### config.mk
export PLATFORM = sky130hd
export DESIGN_NAME = dm_split_sequencer_flat
export DESIGN_NICKNAME = d
export VERILOG_FILES = /design/src/rtl/dm_split_sequencer_if.sv /design/src/rtl/dm_split_sequencer.sv /design/src/flat_wrapper.sv
export SDC_FILE = /design/constraint.sdc
export NUM_CORES = 1
export LEC_CHECK = 0
export BUFFER_PORTS_ARGS = -buffer_cell sky130_fd_sc_hd__buf_2
export CAP_MARGIN = 20
export CORE_MARGIN = 3
export CORE_UTILIZATION = 30
export DETAILED_ROUTE_END_ITERATION = 8
export HOLD_SLACK_MARGIN = 0.06
export PLACE_DENSITY = 0.46
export SLEW_MARGIN = 20
export SYNTH_ARGS = -nofsm -noshare
export SYNTH_HDL_FRONTEND = slang
export SYNTH_SLANG_ARGS = --single-unit
### constraint.sdc
create_clock -name clk -period 13.5 [get_ports clk]
set_input_delay 0 -clock clk [delete_from_list [all_inputs] [get_ports clk]]
set_output_delay 0 -clock clk [all_outputs]
set_load 0.1 [all_outputs]
### src/rtl/dm_split_sequencer_if.sv
// Pipeline request/response and data-memory beat signals of the split sequencer.
// Handshakes: a beat transfers on a cycle with mem_req && mem_gnt; req_valid is held until rsp_valid.
interface dm_split_sequencer_if #(
    parameter int ADDR_W = 32
);
    logic              req_valid;
    logic              req_wr;
    logic [1:0]        req_size;
    logic              req_unsigned;
    logic [ADDR_W-1:0] req_addr;
    logic [63:0]       req_wdata;
    logic              stall;
    logic              rsp_valid;
    logic [63:0]       rsp_rdata;
    logic              mem_req;
    logic              mem_we;
    logic [ADDR_W-1:0] mem_addr;
    logic [7:0]        mem_be;
    logic [63:0]       mem_wdata;
    logic              mem_gnt;
    logic              mem_rvalid;
    logic [63:0]       mem_rdata;

    modport slave (
        input  req_valid, req_wr, req_size, req_unsigned, req_addr, req_wdata,
        input  mem_gnt, mem_rvalid, mem_rdata,
        output stall, rsp_valid, rsp_rdata,
        output mem_req, mem_we, mem_addr, mem_be, mem_wdata
    );

    modport master (
        output req_valid, req_wr, req_size, req_unsigned, req_addr, req_wdata,
        output mem_gnt, mem_rvalid, mem_rdata,
        input  stall, rsp_valid, rsp_rdata,
        input  mem_req, mem_we, mem_addr, mem_be, mem_wdata
    );
endinterface

### src/rtl/dm_split_sequencer.sv
// Splits MEM-stage loads/stores onto a 64-bit doubleword memory port, merging and
// extending load beats. rst_n is an asynchronous, active-high reset.
module dm_split_sequencer #(
    parameter int ADDR_W = 32
) (
    input  logic                 clk,
    input  logic                 rst_n,
    dm_split_sequencer_if.slave  bus,
    output logic [2:0]           dbg_state
);
    typedef enum logic [2:0] {
        IDLE   = 3'd0,
        ISSUE0 = 3'd1,
        ISSUE1 = 3'd2,
        WAIT   = 3'd3,
        DONE   = 3'd4
    } state_t;

    state_t            state, state_d;
    logic              wr_q, uns_q, two_q;
    logic [1:0]        size_q, rc_q;
    logic [2:0]        off_q;
    logic [ADDR_W-1:0] base_q;
    logic [15:0]       mask_q;
    logic [127:0]      wide_q;
    logic [63:0]       buf0_q, rdata_q;
    // The top byte of beat 1 can never land inside the result, so it is not kept.
    logic [55:0]       buf1_q;

    logic [3:0]        n_bytes;
    logic [15:0]       mask_d;
    logic              two_d;
    logic [127:0]      wide_d;

    always_comb begin
        n_bytes = 4'd1 << bus.req_size;
        mask_d  = ((16'd1 << n_bytes) - 16'd1) << bus.req_addr[2:0];
        two_d   = ({1'b0, bus.req_addr[2:0]} + n_bytes) > 4'd8;
        wide_d  = {64'd0, bus.req_wdata} << {bus.req_addr[2:0], 3'b000};
    end

    logic              capture, load_done;
    logic [1:0]        rc_inc;
    logic [63:0]       b0, raw, ext;
    logic [55:0]       b1;
    logic [119:0]      pair;

    // Merge includes the beat arriving this cycle so DONE is entered with the final rvalid.
    always_comb begin
        capture   = bus.mem_rvalid && (state == ISSUE1 || state == WAIT);
        rc_inc    = rc_q + 2'd1;
        load_done = (state == WAIT) && bus.mem_rvalid && (rc_inc == (two_q ? 2'd2 : 2'd1));
        b0        = (capture && rc_q == 2'd0) ? bus.mem_rdata : buf0_q;
        b1        = (capture && rc_q == 2'd1) ? bus.mem_rdata[55:0] : buf1_q;
        pair      = {b1, b0};
        raw       = pair[{off_q, 3'b000} +: 64];
        case (size_q)
            2'd0:    ext = {{56{~uns_q & raw[7]}},  raw[7:0]};
            2'd1:    ext = {{48{~uns_q & raw[15]}}, raw[15:0]};
            2'd2:    ext = {{32{~uns_q & raw[31]}}, raw[31:0]};
            default: ext = raw;
        endcase
    end

    always_ff @(posedge clk or posedge rst_n) begin
        if (rst_n) begin
            state   <= IDLE;
            wr_q    <= 1'b0;
            uns_q   <= 1'b0;
            two_q   <= 1'b0;
            size_q  <= 2'd0;
            rc_q    <= 2'd0;
            off_q   <= 3'd0;
            base_q  <= '0;
            mask_q  <= 16'd0;
            wide_q  <= 128'd0;
            buf0_q  <= 64'd0;
            buf1_q  <= 56'd0;
            rdata_q <= 64'd0;
        end else begin
            state <= state_d;
            if (state == IDLE && bus.req_valid) begin
                wr_q   <= bus.req_wr;
                uns_q  <= bus.req_unsigned;
                two_q  <= two_d;
                size_q <= bus.req_size;
                rc_q   <= 2'd0;
                off_q  <= bus.req_addr[2:0];
                base_q <= {bus.req_addr[ADDR_W-1:3], 3'b000};
                mask_q <= mask_d;
                wide_q <= wide_d;
            end
            if (capture) begin
                rc_q <= rc_inc;
                if (rc_q == 2'd0) buf0_q <= bus.mem_rdata;
                if (rc_q == 2'd1) buf1_q <= bus.mem_rdata[55:0];
            end
            if (load_done) rdata_q <= ext;
        end
    end

    always_comb begin
        state_d       = state;
        bus.stall     = 1'b0;
        bus.rsp_valid = 1'b0;
        bus.mem_req   = 1'b0;
        bus.mem_we    = 1'b0;
        bus.mem_addr  = '0;
        bus.mem_be    = 8'd0;
        bus.mem_wdata = 64'd0;
        case (state)
            IDLE: begin
                // Keep every output low while reset is held, even with a request pending.
                bus.stall = bus.req_valid && !rst_n;
                if (bus.req_valid) state_d = ISSUE0;
            end
            ISSUE0: begin
                bus.stall     = 1'b1;
                bus.mem_req   = 1'b1;
                bus.mem_we    = wr_q;
                bus.mem_addr  = base_q;
                bus.mem_be    = mask_q[7:0];
                bus.mem_wdata = wide_q[63:0];
                if (bus.mem_gnt) state_d = two_q ? ISSUE1 : (wr_q ? DONE : WAIT);
            end
            ISSUE1: begin
                bus.stall     = 1'b1;
                bus.mem_req   = 1'b1;
                bus.mem_we    = wr_q;
                bus.mem_addr  = base_q + ADDR_W'(8);
                bus.mem_be    = mask_q[15:8];
                bus.mem_wdata = wide_q[127:64];
                if (bus.mem_gnt) state_d = wr_q ? DONE : WAIT;
            end
            WAIT: begin
                bus.stall = 1'b1;
                if (load_done) state_d = DONE;
            end
            DONE: begin
                bus.rsp_valid = 1'b1;
                state_d       = IDLE;
            end
            default: state_d = IDLE;
        endcase
    end

    assign bus.rsp_rdata = rdata_q;
    assign dbg_state     = state;
endmodule

### src/flat_wrapper.sv
// flat-port wrapper written by rule: the top's interface ports become plain ports
module dm_split_sequencer_flat 
#(
    parameter int ADDR_W = 32
)
  (clk, rst_n, dbg_state, bus_req_valid, bus_req_wr, bus_req_size, bus_req_unsigned, bus_req_addr, bus_req_wdata, bus_mem_gnt, bus_mem_rvalid, bus_mem_rdata, bus_stall, bus_rsp_valid, bus_rsp_rdata, bus_mem_req, bus_mem_we, bus_mem_addr, bus_mem_be, bus_mem_wdata);
  dm_split_sequencer_if #(.ADDR_W(ADDR_W)) bus_i ();
  input  logic clk;
  input  logic rst_n;
  output logic [2:0] dbg_state;
  input wire logic [$bits(bus_i.req_valid)-1:0] bus_req_valid;
  input wire logic [$bits(bus_i.req_wr)-1:0] bus_req_wr;
  input wire logic [$bits(bus_i.req_size)-1:0] bus_req_size;
  input wire logic [$bits(bus_i.req_unsigned)-1:0] bus_req_unsigned;
  input wire logic [$bits(bus_i.req_addr)-1:0] bus_req_addr;
  input wire logic [$bits(bus_i.req_wdata)-1:0] bus_req_wdata;
  input wire logic [$bits(bus_i.mem_gnt)-1:0] bus_mem_gnt;
  input wire logic [$bits(bus_i.mem_rvalid)-1:0] bus_mem_rvalid;
  input wire logic [$bits(bus_i.mem_rdata)-1:0] bus_mem_rdata;
  output wire logic [$bits(bus_i.stall)-1:0] bus_stall;
  output wire logic [$bits(bus_i.rsp_valid)-1:0] bus_rsp_valid;
  output wire logic [$bits(bus_i.rsp_rdata)-1:0] bus_rsp_rdata;
  output wire logic [$bits(bus_i.mem_req)-1:0] bus_mem_req;
  output wire logic [$bits(bus_i.mem_we)-1:0] bus_mem_we;
  output wire logic [$bits(bus_i.mem_addr)-1:0] bus_mem_addr;
  output wire logic [$bits(bus_i.mem_be)-1:0] bus_mem_be;
  output wire logic [$bits(bus_i.mem_wdata)-1:0] bus_mem_wdata;
  assign bus_i.req_valid = bus_req_valid;
  assign bus_i.req_wr = bus_req_wr;
  assign bus_i.req_size = bus_req_size;
  assign bus_i.req_unsigned = bus_req_unsigned;
  assign bus_i.req_addr = bus_req_addr;
  assign bus_i.req_wdata = bus_req_wdata;
  assign bus_i.mem_gnt = bus_mem_gnt;
  assign bus_i.mem_rvalid = bus_mem_rvalid;
  assign bus_i.mem_rdata = bus_mem_rdata;
  assign bus_stall = bus_i.stall;
  assign bus_rsp_valid = bus_i.rsp_valid;
  assign bus_rsp_rdata = bus_i.rsp_rdata;
  assign bus_mem_req = bus_i.mem_req;
  assign bus_mem_we = bus_i.mem_we;
  assign bus_mem_addr = bus_i.mem_addr;
  assign bus_mem_be = bus_i.mem_be;
  assign bus_mem_wdata = bus_i.mem_wdata;
  dm_split_sequencer #(.ADDR_W(ADDR_W)) u_core (.clk(clk), .rst_n(rst_n), .bus(bus_i), .dbg_state(dbg_state));
endmodule
* Yosys cells after proc, flatten, opt, wreduce, memory -nomap -nowiden
Index checks and enable logic that the tools add are counted.
Storage, ports and cells: latch bits 0, output and inout bits 175, ROM bits 0, memories kept 0, logic and storage cells 77, bits of input ports 169, register bits after elaboration 370, RAM bits 0
Cells by class: shifts and indexed selects 5, multipliers 0, eq/ne operators 12, magnitude comparators 1, bitwise logic cells 4, mux-type cells 20, reduce and logical (&&, ||, !) cells 18, div/mod/pow operators 0, add/subtract/negate cells 4
Operator list (number):
- 64-bit one-hot mux with 3 select lines | 1
- 64-bit one-hot mux with 2 select lines | 1
- 64-bit by 6-bit left shift with 128-bit output | 1
- 120-bit by 7-bit indexed part select with 64-bit output | 1
- 64-bit 2-to-1 mux | 1
- 32-bit one-hot mux with 2 select lines | 1
- 56-bit 2-to-1 mux | 1
- 32-bit by 4-bit adder with 32-bit output, second input constant | 1
- 3-bit 2-to-1 mux | 6
- 8-bit one-hot mux with 2 select lines | 1
- 1-bit by 4-bit left shift with 16-bit output, first input constant | 1
- 16-bit by 3-bit left shift with 16-bit output | 1
- 16-bit by 1-bit subtractor with 16-bit output, second input constant | 1
- 3-bit one-hot mux with 4 select lines | 1
- 1-bit logical AND | 7
- 3-bit by 2-bit equality test with 1-bit output, second input constant | 2
- 2-bit 2-to-1 mux | 3
- 2-bit != test, second input constant | 3
- 3-bit by 4-bit adder with 4-bit output | 1
- 2-bit by 1-bit equality test with 1-bit output, second input constant | 2
- 4-bit greater-than comparator, second input constant | 1
- 2-bit logical NOT | 2
- 2-bit AND reduction | 2
- 4-bit AND reduction | 1
- 17 further kinds | 21

* Longest topological paths before layout
Gate-level depths: netlist of the first run.
word-level depth 8, depth in mapped cells 12, depth with buffers taken out 9

* Least setup slack after synthesis of the first run
No wires, ideal clock.
path kind input to output, start point input port rst_n, end point output port bus_stall, arrival 9.356 ns, data required time 13.500 ns, buffers on the path 0, stages 3, slack 4.144 ns, path through inv_1 -> nand2_1 -> a21oi_1
Between the ends: cells in the longest elaborated chain, start to end 3
Ends and longest elaborated chain:
- start: declaration | line flat_wrapper.sv:9 | input logic rst_n;
- 1-bit logical NOT (no source line)
- 1-bit logical AND | line dm_split_sequencer.sv:114 | bus.stall = bus.req_valid && !rst_n;
- 1-bit one-hot mux with 2 select lines | line dm_split_sequencer.sv:111 | case (state)
- end: declaration | line flat_wrapper.sv:20 | output wire logic [$bits(bus_i.stall)-1:0] bus_stall;
No other way between the ends.

* Worst setup path after layout of the first run
start point register u_core.state[2] (netlist: u_core.dbg_state[2]), end point register u_core.rdata_q[36] (netlist: u_core.bus.rsp_rdata[36])
Between the ends: cells in the longest elaborated chain, start to end 8, elaborated cells between the ends (all ways) 15, classes of those cells eq/ne (2); shift (1); mux (3); bitwise (3); reduce/logical (6)
Ends and longest elaborated chain:
- start: declaration | line dm_split_sequencer.sv:19 | state_t state, state_d;
- start signal: assignment | line dm_split_sequencer.sv:81 | state <= state_d;
- 3-bit by 2-bit equality test with 1-bit output (on tied branches) | line dm_split_sequencer.sv:50, dm_split_sequencer.sv:52
- 1-bit logical OR | line dm_split_sequencer.sv:50 | capture = bus.mem_rvalid && (state == ISSUE1 || state == WAIT);
- 1-bit logical AND | line dm_split_sequencer.sv:50
- 1-bit logical AND (on tied branches) | line dm_split_sequencer.sv:53, dm_split_sequencer.sv:54
- 64-bit 2-to-1 mux or 56-bit 2-to-1 mux (tied branches) | line dm_split_sequencer.sv:53, dm_split_sequencer.sv:54
- 120-bit by 7-bit indexed part select with 64-bit output | line dm_split_sequencer.sv:56 | raw = pair[{off_q, 3'b000} +: 64];
- 1-bit AND (on tied branches) | line dm_split_sequencer.sv:60, dm_split_sequencer.sv:58, dm_split_sequencer.sv:59
- 64-bit one-hot mux with 3 select lines | line dm_split_sequencer.sv:57 | case (size_q)
- end signal: assignment | line dm_split_sequencer.sv:98 | if (load_done) rdata_q <= ext;
- end: declaration | line dm_split_sequencer.sv:26 | logic [63:0] buf0_q, rdata_q;
Several ways; a longest one is shown, not always the timed one. A chain may end at the register's enable or synchronous reset.

==> results of run 1 <==
[placed cells by master, fill, tap and decap left out, types with 3 or more instances in the layout]
cell / n
or3_1: 5
inv_1: 126
a22o_1: 116
o21ai_0: 201
a211oi_1: 3
nand3_1: 12
nand2_1: 313
o221ai_1: 8
mux2_2: 47
o22ai_1: 10
nor2b_1: 6
buf_2: 339
clkbuf_1: 10
clkbuf_16: 45
and3_1: 8
ha_1: 6
mux2i_1: 299
a22oi_1: 9
conb_1: 3
a21oi_1: 82
nor3_2: 4
nor3_1: 14
nand4_1: 13
nor2_1: 101
o21a_1: 8
buf_4: 28
mux4_2: 39
a31oi_1: 25
and2_1: 17
a21o_1: 4
o211ai_1: 27
a2bb2oi_1: 8
dlygate4sd3_1: 164
clkbuf_8: 9
clkinv_2: 10
nand4b_1: 3
o31ai_1: 5
nor3b_1: 10
dfrtp_1: 359
[tightest hold or removal path, cell delays in order]
cell and delay (ps):
buf_2 120, mux2i_1 100, mux2i_1 210, a22o_1 170
[through the flow]
step	total power [uW]	util	cells	hold WS (ps)
detailed placement	6219	0.3410	3151	193.0
CTS	7473	0.3874	3393	63.32
floorplan	5208	-	2085	105.4
global placement	6170	0.3410	3151	192.3
finish	7438	0.3880	3396	62.27
global route	7852	0.3879	3394	114.2
[state kept, by name, indices dropped and copies added (netlist names), 2 cells and up]
signal / cells
u_core.dbg_state: 3
u_core.buf0_q: 64
u_core.mask_q: 16
u_core.rc_q: 2
u_core.buf1_q: 56
u_core.off_q: 3
u_core.bus.rsp_rdata: 64
u_core.wide_q: 120
u_core.base_q: 29
u_core.size_q: 2
[power by group]
| part | internal [uW] | switching, uW |
|---|---|---|
| combinational | 1150 | 3170 |
| sequential | 1580 | 359 |
| clock | 685 | 499 |
| total | 3410 | 4030 |
[per-layer routing]
metal  wire [um]  share of wire  global-route usage  up-vias
met1       34590           0.45              0.2951     8750
met4        3050          0.039             0.07899        4
li1            -              -                   -     8204
met3        5405          0.070             0.04996      132
met5          23        0.00030                   0        -
met2       34660           0.45              0.3331      589
[layout make-up]
| cell class | instances | area, um^2 | share of cell area |
|---|---|---|---|
| diodes | 2 | 5.005 | 0.0001945 |
| flip-flops and latches | 362 | 9065 | 0.3522 |
| inverters | 128 | 488.0 | 0.01896 |
| multi-input cells | 1428 | 10060 | 0.3911 |
| well taps | 864 | 1081 | 0.04201 |
| repair buffers | 534 | 3598 | 0.1398 |
| clock buffers | 64 | 1287 | 0.05003 |
| clock inverters | 14 | 146.4 | 0.005688 |
[cells by family after synthesis]
| kind of cell | share of synthesized area |
|---|---|
| multiplexers | 0.2171 |
| AND/OR/NAND/NOR | 0.1083 |
| AO/OA/AOI/OAI | 0.1636 |
| buffers and inverters | 0.05851 |
| adder cells (fa/ha/maj) | 0.004690 |
| other | 0.0001850 |
| flip-flops | 0.4468 |
| XOR/XNOR | 0.0008642 |
[how the worst max path moves through the flow]
stage / slack (ps) / cells past startpoint / from / endpoint
after floorplan: 3430 / 1 / rst_n / u_core.base_q[10]$_DFFE_PP0P_
after global placement: 9000 / 11 / u_core.rc_q[0]$_DFFE_PP0P_ / u_core.bus.rsp_rdata[36]$_DFFE_PP0P_
after detailed placement: 8880 / 9 / u_core.dbg_state[2]$_DFFE_PP0P_ / u_core.bus.rsp_rdata[36]$_DFFE_PP0P_
after CTS: 8860 / 9 / u_core.dbg_state[2]$_DFFE_PP0P_ / u_core.bus.rsp_rdata[36]$_DFFE_PP0P_
after global routing: 8880 / 10 / u_core.dbg_state[2]$_DFFE_PP0P_ / u_core.bus.rsp_rdata[34]$_DFFE_PP0P_
final: 9160 / 10 / u_core.dbg_state[2]$_DFFE_PP0P_ / u_core.bus.rsp_rdata[36]$_DFFE_PP0P_
[timing repair]
item                      CTS  global route
hold buffers              164             0
buffers inserted            0             0
hold endpoints to repair  373             0
==> results.toml, run 1 <==
[critical_path]
arrival_ps = 4760
crit_required_ps = 13920
crit_top_cell = "buf_4"
critPathLaunchType = "register"
critPathKind = "register to register"
regToRegStartpoint = "u_core.dbg_state[2]$_DFFE_PP0P_"
worst_path_max_delay_cell = "buf_4"
r2r_slack_ps = 9160
cpPeakStageDelay_ps = 680
crit_buf_inv = 3
r2r_cells = 10
timing.rr.end = "u_core.bus.rsp_rdata[36]$_DFFE_PP0P_"
endpoint_kind = "register"
critical-path-top-delay-family = "buffers and inverters"
path_cells = "nand4b_1 -> buf_4 -> buf_4 -> mux4_2 -> mux2i_1 -> a21oi_1 -> a22o_4 -> a41oi_4 -> buf_16 -> a31oi_1"
crit_fanout = 41

[detailed_routing]
drt_iter0_markers = 1279
drt_pass1_iterations = 5
wirelength_mm = 77.73
drc = 0
avgRoutedWirePerCell_um = 22.89
final_antenna_net_count = 0
via_count = 17680
avgViaCountPerCell = 5.206

[grt]
grt_overflow = 0
grt_pass1_wl_mm = 115.4
grt_pass1_vias = 17670
grt_usage = 0.2154
grt_max_degree = 100
antenna_found_initial = 5

[floorplan]
io_pins = 344
dieArea_mm2 = 0.07073
die_h_um = 266.0
die_w_um = 266.0
start_util = 0.3056
core_mm2 = 0.06633
std_cell_rows = 94

[synth]
ys.flop_type = "dfrtp_1"
ys_async_sr_fraction = 1.000
yosys.area.top_type = "dfrtp_1"
synth_most_common_cell = "dfrtp_1"
syn_area_mm2 = 0.02027
syn_avg_cell_area_um2 = 9.733
synth-edff-count = 0
synthTopCellsByCount = "dfrtp_1, nand2_1, mux2i_1"
synth_cell_types = 55
yosysSeqAreaShare = 0.4468
yosysTopAreaCellShare = 0.4468
synth_area_leaders = "dfrtp_1, mux2i_1, nand2_1"
netlist_instances = 2083
synth_warnings = 0
synth-seq-cells = 362

[sta]
worst_slew_pin_slew_ps = 1076
drv_slew = 0
fin_skew_ps = 24.92
setup_tns_ps = 0
post-route-period-util = 0.3214
max_freq_ghz = 0.2305
period_needed_ps = 4339
rsz0062_at_grt = "false"
slew_headroom = 0.2784
finalSetupViolations = 0
hold_viol = 0
fin_ws_ps = 9161

[clock_tree]
cts_tree = "yes"
clockRootBuffer = "clkbuf_16"
cts_buffers = 45
clock_latency_ps = 590
htreeDepth = 2
clk_path_buf_depth = 3
cts_sinks = 362
post_cts_resized = 0
clkTransAtPathRegs_ps = 60

[min_path]
hold_depth = 4
min_to = "u_core.wide_q[26]$_DFFE_PP0P_"
min_path_type = "primary input to register"
hp-start = "bus_req_wdata[26]"

[final_layout]
final_nets = 2675
fillers = 6646
synthToLayoutAreaGrowth_pct = 26.95
layout-drive-gt1-share = 0.2138
final_cell_area_mm2 = 0.02574

[placed_design]
place_ws_ps = 8881
gp_congestion = 0.8781
portBuffers = 340
dpl.hpwl_mm = 54.64
placed_cell_area_mm2 = 0.02262

[outcome]
status = "finished, final reports clean"

[run]
cap_violations = 0

[pwr]
ir_worst_vdd_mv = 0.1991
powerDensity_mw_per_mm2 = 289.0
power_leakage_uw = 0.01305
Power figures use the tool's default switching activity.
==> inputs of run 2 (changes only) <==
Clock period 13.5 ns to 4.4 ns, I/O delays scaled along.
==> run 2 against run 1 <==
Clock-buffer cell count up 3; first-iteration DRC count increased by 8.6%; combinational power rose to 3.1 times the previous value; sequential share of layout area is 0.33 points lower; flip-flop and latch count stayed put; highest routed layer is now met4; global-route usage increased by 0.078 points; total power rose to 3.1 times the previous value; non-clock buffer count up 12; hold slack improved by 37 ps; critical endpoint is now u_core.bus.rsp_rdata[52]$_DFFE_PP0P_; final cell count increased by 0.68%; sequential power increased to 3.0 times the previous value; largest cell class unchanged.
==> results.toml, run 2 (synthesized netlist as in run 1, its figures left out) <==
[outcome]
status = "finished, final reports clean"

[floorplan]
die_w_um = 266.0
core_mm2 = 0.06633
die_h_um = 266.0
dieArea_mm2 = 0.07073
start_util = 0.3056
io_pins = 344
std_cell_rows = 94

[sta]
fin_skew_ps = 41.12
hold_viol = 0
worst_slew_pin_slew_ps = 1011
post-route-period-util = 0.8420
rsz0062_at_grt = "false"
slew_headroom = 0.3262
finalSetupViolations = 0
drv_slew = 0
fin_ws_ps = 695.3
max_freq_ghz = 0.2699
period_needed_ps = 3705
worst_hold_slack_ps = 99.04

[final_layout]
largest_reg_flops = 120
largest_register = "u_core.wide_q"
synthToLayoutAreaGrowth_pct = 28.16
layout-drive-gt1-share = 0.2166
final_util = 0.3917
final_cell_area_mm2 = 0.02598
fillers = 6696
final_common_cell = "dfrtp_1"
final_nets = 2689
layout_common_cells = "dfrtp_1, buf_2, nand2_1, mux2i_1, o21ai_0"

[clock_tree]
cts_tree = "yes"
clock_latency_ps = 590
clk_path_buf_depth = 3
clkTransAtPathRegs_ps = 60
htreeDepth = 2
cts_sinks = 362
post_cts_resized = 0
clockRootBuffer = "clkbuf_16"
cts_buffers = 47

[critical_path]
path_cells = "nand4b_1 -> mux4_2 -> mux2i_1 -> a21oi_1 -> a22o_4 -> a41oi_4 -> buf_4 -> o211ai_1"
arrival_ps = 4140
cpPeakStageDelay_ps = 690
critPathLaunchType = "register"
crit_required_ps = 4830
worst_path_max_delay_cell = "mux4_2"
critPathKind = "register to register"
crit_fanout = 19
endpoint_kind = "register"

[grt]
grt_pass1_wl_mm = 116.4
grt_max_degree = 147
grt_overflow = 0
grt_usage = 0.2161
antenna_found_initial = 5
grt_pass1_vias = 17780

[run]
cap_violations = 0

[detailed_routing]
drc = 0
drt_iter0_markers = 1389
wirelength_mm = 78.10
avgViaCountPerCell = 5.208
drt_pass1_iterations = 5
avgRoutedWirePerCell_um = 22.84
final_antenna_net_count = 0
via_count = 17810

[placed_design]
dpl.hpwl_mm = 55.81
portBuffers = 340
placed_cell_area_mm2 = 0.02270
gp_congestion = 0.8969
place_ws_ps = 673.4

[min_path]
min_path_type = "primary input to register"

[pwr]
ir_worst_vdd_mv = 0.7666
powerDensity_mw_per_mm2 = 889.5
power_leakage_uw = 0.01318
[run 2: cell types whose count changed in the layout (fill, tap and decap cells not counted), sizes merged]
cell and delta:
dlygate4sd3 +3, clkinv -1, clkinvlp +1, diode +5, buf +9, bufinv +5
clkbuf +3, inv -2
[run 2: cell type report]
| cell class | instances | area [um^2] | area share |
|---|---|---|---|
| clock inverter | 17 | 261.5 | 0.01006 |
| tap | 864 | 1081 | 0.04161 |
| sequential | 362 | 9065 | 0.3489 |
| multi-input combinational | 1428 | 10060 | 0.3872 |
| inverter | 128 | 484.2 | 0.01864 |
| clock buffer | 67 | 1331 | 0.05124 |
| antenna | 7 | 17.52 | 0.0006742 |
| timing repair buffer | 546 | 3681 | 0.1417 |
[run 2: final timing paths]
check	startpoint	to	slack (ps)	cells after the start
min reg2reg	u_core.bus.rsp_rdata[28]$_DFFE_PP0P_	u_core.bus.rsp_rdata[28]$_DFFE_PP0P_	470	2
min	bus_req_wdata[43]	u_core.wide_q[91]$_DFFE_PP0P_	100	4
max in group asynchronous	rst_n	u_core.wide_q[60]$_DFFE_PP0P_	2490	5
min in group asynchronous	rst_n	u_core.base_q[23]$_DFFE_PP0P_	600	4
max	u_core.dbg_state[1]$_DFFE_PP0P_	u_core.bus.rsp_rdata[52]$_DFFE_PP0P_	700	8
max reg2reg	u_core.dbg_state[1]$_DFFE_PP0P_	u_core.bus.rsp_rdata[52]$_DFFE_PP0P_	700	8
[run 2: what timing repair did]
| action | CTS | global route |
|---|---|---|
| hold buffers | 167 | 0 |
| buffers inserted | 0 | 0 |
| endpoints found under the hold margin | 291 | 0 |
[run 2: per-layer routing]
metal	track usage	wire length, um	vias to the layer above
li1	-	-	8236
met1	0.3024	35190	8788
met2	0.3293	34380	655
met3	0.04774	5467	128
met4	0.07736	3060	0
met5	0	0	-
[run 2: per-stage QoR]
step / power, uW / instances / setup TNS [ps]
after floorplan: 15990 / 2085 / -169250
after global placement: 18890 / 3161 / 0
after detailed placement: 19030 / 3161 / 0
after CTS: 23250 / 3412 / 0
after global routing: 24380 / 3415 / 0
final: 23110 / 3419 / 0
[run 2: power breakdown]
| group | total, uW | internal (uW) | switching (uW) |
|---|---|---|---|
| clock | 4000 | 2450 | 1540 |
| combinational | 13200 | 3520 | 9690 |
| sequential | 5910 | 4840 | 1070 |
[run 2: worst max-delay path, delay by kind of cell (launching register included)]
kind	cells	cell delay (ps)
muxes	2	840
and+or+nand+nor	1	570
buffers and inverters	1	290
AOI/OAI and AO/OA	4	1280
DFF	1	580
==> inputs of run 3 (changes only) <==
Settings changed: PLACE_DENSITY 0.46 to 0.48.
Clock period 4.4 ns to 3.1 ns, I/O delays scaled along.
==> run 3 against run 2 <==
Core utilization up 1.5 points; total power rose by 45%; clock power increased by 33%; clock skew shrank 11 ps; worst setup slack lost 520 ps; first-iteration DRC count rose by 17%; clock-buffer cell count is 2 lower; wire length fell by 0.13%; via count up 1.5%; die area did not move; non-clock buffer count grew 44; critical path type is now register to primary output; largest cell class unchanged.
==> results.toml, run 3 (synthesized netlist as in run 1, its figures left out) <==
[outcome]
status = "finished, final reports clean"

[clock_tree]
cts_buffers = 46
htreeDepth = 2
clkTransAtPathRegs_ps = 60
clock_latency_ps = 580
clk_path_buf_depth = 3
clockRootBuffer = "clkbuf_16"
cts_sinks = 362
cts_tree = "yes"

[final_layout]
final_util = 0.4063
layout_common_cells = "dfrtp_1, buf_2, nand2_1, mux2i_1, o21ai_0"
layout-drive-gt1-share = 0.2530
largest_register = "u_core.wide_q"
final_common_cell = "dfrtp_1"
synthToLayoutAreaGrowth_pct = 32.95
final_nets = 2732
diodes = 0
largest_reg_flops = 120

[pwr]
internal_power_uw = 15700
ir_worst_vdd_mv = 0.7625
power.switching_uw = 17750
powerDensity_mw_per_mm2 = 1241
pwr-share-comb = 0.591
switching_share = 0.5307
pwr-share-clk = 0.159
power_leakage_uw = 0.01354
pwr-share-seq = 0.250

[placed_design]
dpl.hpwl_mm = 56.45
gp_congestion = 0.9019
portBuffers = 340

[sta]
slew_headroom = 0.4200
finalSetupViolations = 0
fin_skew_ps = 29.84
setup_tns_ps = 0
hold_viol = 0
worst_slew_pin_slew_ps = 866.8
max_freq_ghz = 0.3420
drv_slew = 0
post-route-period-util = 0.9433
period_needed_ps = 2924
rsz0062_at_grt = "false"

[floorplan]
core_mm2 = 0.06633
std_cell_rows = 94
start_util = 0.3056
die_w_um = 266.0
die_h_um = 266.0
io_pins = 344
dieArea_mm2 = 0.07073

[detailed_routing]
drc = 0
wl_met3_mm = 4.656
wirelength_mm = 78.00
via_count = 18080
met2_length_mm = 37.97
avgViaCountPerCell = 5.236
avgRoutedWirePerCell_um = 22.59
drt_iter0_markers = 1622
wl_met1_mm = 33.32
drt_pass1_iterations = 5
final_antenna_net_count = 0
top_layer = "met4"

[grt]
antenna_found_initial = 2
grt_usage = 0.2162
grt_max_degree = 89
grt_pass1_vias = 18310
grt_pass1_wl_mm = 117.4
grt_overflow = 0

[critical_path]
startpoint = "u_core.base_q[3]$_DFFE_PP0P_"
regToRegStartpoint = "u_core.rc_q[1]$_DFFE_PP0P_"
cpPeakStageDelay_ps = 410
endpoint_kind = "primary output"
critical-path-top-delay-family = "simple AND/OR/NAND/NOR gates"
arrival_ps = 2920
crit_required_ps = 3100
crit_buf_inv = 1
critPathLaunchType = "register"
path_cells = "ha_2 -> nand4_1 -> nor3_4 -> nand4_1 -> nor2_2 -> nand3_1 -> or3_1 -> o21ai_4 -> buf_12"
crit_top_cell = "nand4_1"
worst_path_max_delay_cell = "dfrtp_2"
crit_fanout = 5
critPathKind = "register to primary output"

[min_path]
min_path_type = "primary input to register"
hp-start = "bus_req_wdata[27]"

[run]
cap_violations = 0
## run 3: cell count changes in the layout (fill, tap and decap cells not counted), sizes merged, moves of 2 or more
cell      delta
clkinvlp     +2
diode        -7
bufinv       -4
buf         +44
## run 3: worst register-to-register path: stages (launching register included)
cell	delay, ps
dfrtp_1	360
inv_1	60
ha_1	170
nand4b_1	140
buf_12	160
buf_16	350
mux2i_1	490
mux2i_1	190
mux4_2	510
o21ai_0	190
a31oi_1	140
## run 3: path summary, 6_finish.rpt
check | end | slack (ps) | cells after the start
setup / recovery | bus_mem_addr[31] | 180 | 9
hold / removal | u_core.wide_q[27]$_DFFE_PP0P_ | 80 | 4
setup reg to reg | u_core.bus.rsp_rdata[9]$_DFFE_PP0P_ | 200 | 10
hold reg to reg | u_core.mask_q[4]$_DFFE_PP0P_ | 470 | 2
max in group asynchronous | u_core.wide_q[30]$_DFFE_PP0P_ | 1300 | 6
min in group asynchronous | u_core.buf1_q[17]$_DFFE_PP0P_ | 620 | 4
## run 3: power groups by stage
stage	clock network [uW]	registers, uW	logic [uW]
final	5310	8370	19800
after floorplan	0	10500	12500
after global placement	0	8360	19500
after detailed placement	0	8420	19600
after CTS	5450	8360	19800
after global routing	5650	8630	21000
## run 3: per-stage QoR
step                      total power [uW]  worst slack, ps  area, um^2  std cells  hold slack, ps
after floorplan                      23030            -2799       20610       2085           105.4
after global placement               27850            153.6       23730       3204           133.5
after detailed placement             28010            138.1       23730       3204           140.7
after CTS                            33620            19.04       26890       3451           60.88
after global routing                 35260            3.527       26950       3453           77.04
final                                33450            175.6       26950       3453           83.62
## run 3: area by class of cell
type	count	area (um^2)
clock inverter	16	178.9
tap	864	1081
clock buffer	65	1313
inverter	128	484.2
multi-input combinational	1428	10420
timing repair buffer	590	4407
sequential	362	9067
fill	6536	39380
## run 3: routing by layer
| metal | vias up | track usage |
|---|---|---|
| li1 | 8325 | - |
| met1 | 9060 | 0.2874 |
| met2 | 595 | 0.3650 |
| met3 | 101 | 0.03648 |
| met4 | 0 | 0.05898 |
| met5 | - | 0 |
## run 3: repair_timing
| item | CTS | global route |
|---|---|---|
| resized for setup | 2 | 12 |
| pin swaps | 0 | 4 |
| setup endpoints to repair | 4 | 10 |
| hold endpoints to repair | 438 | 0 |
| hold buffers | 166 | 0 |
| buffers inserted | 0 | 2 |
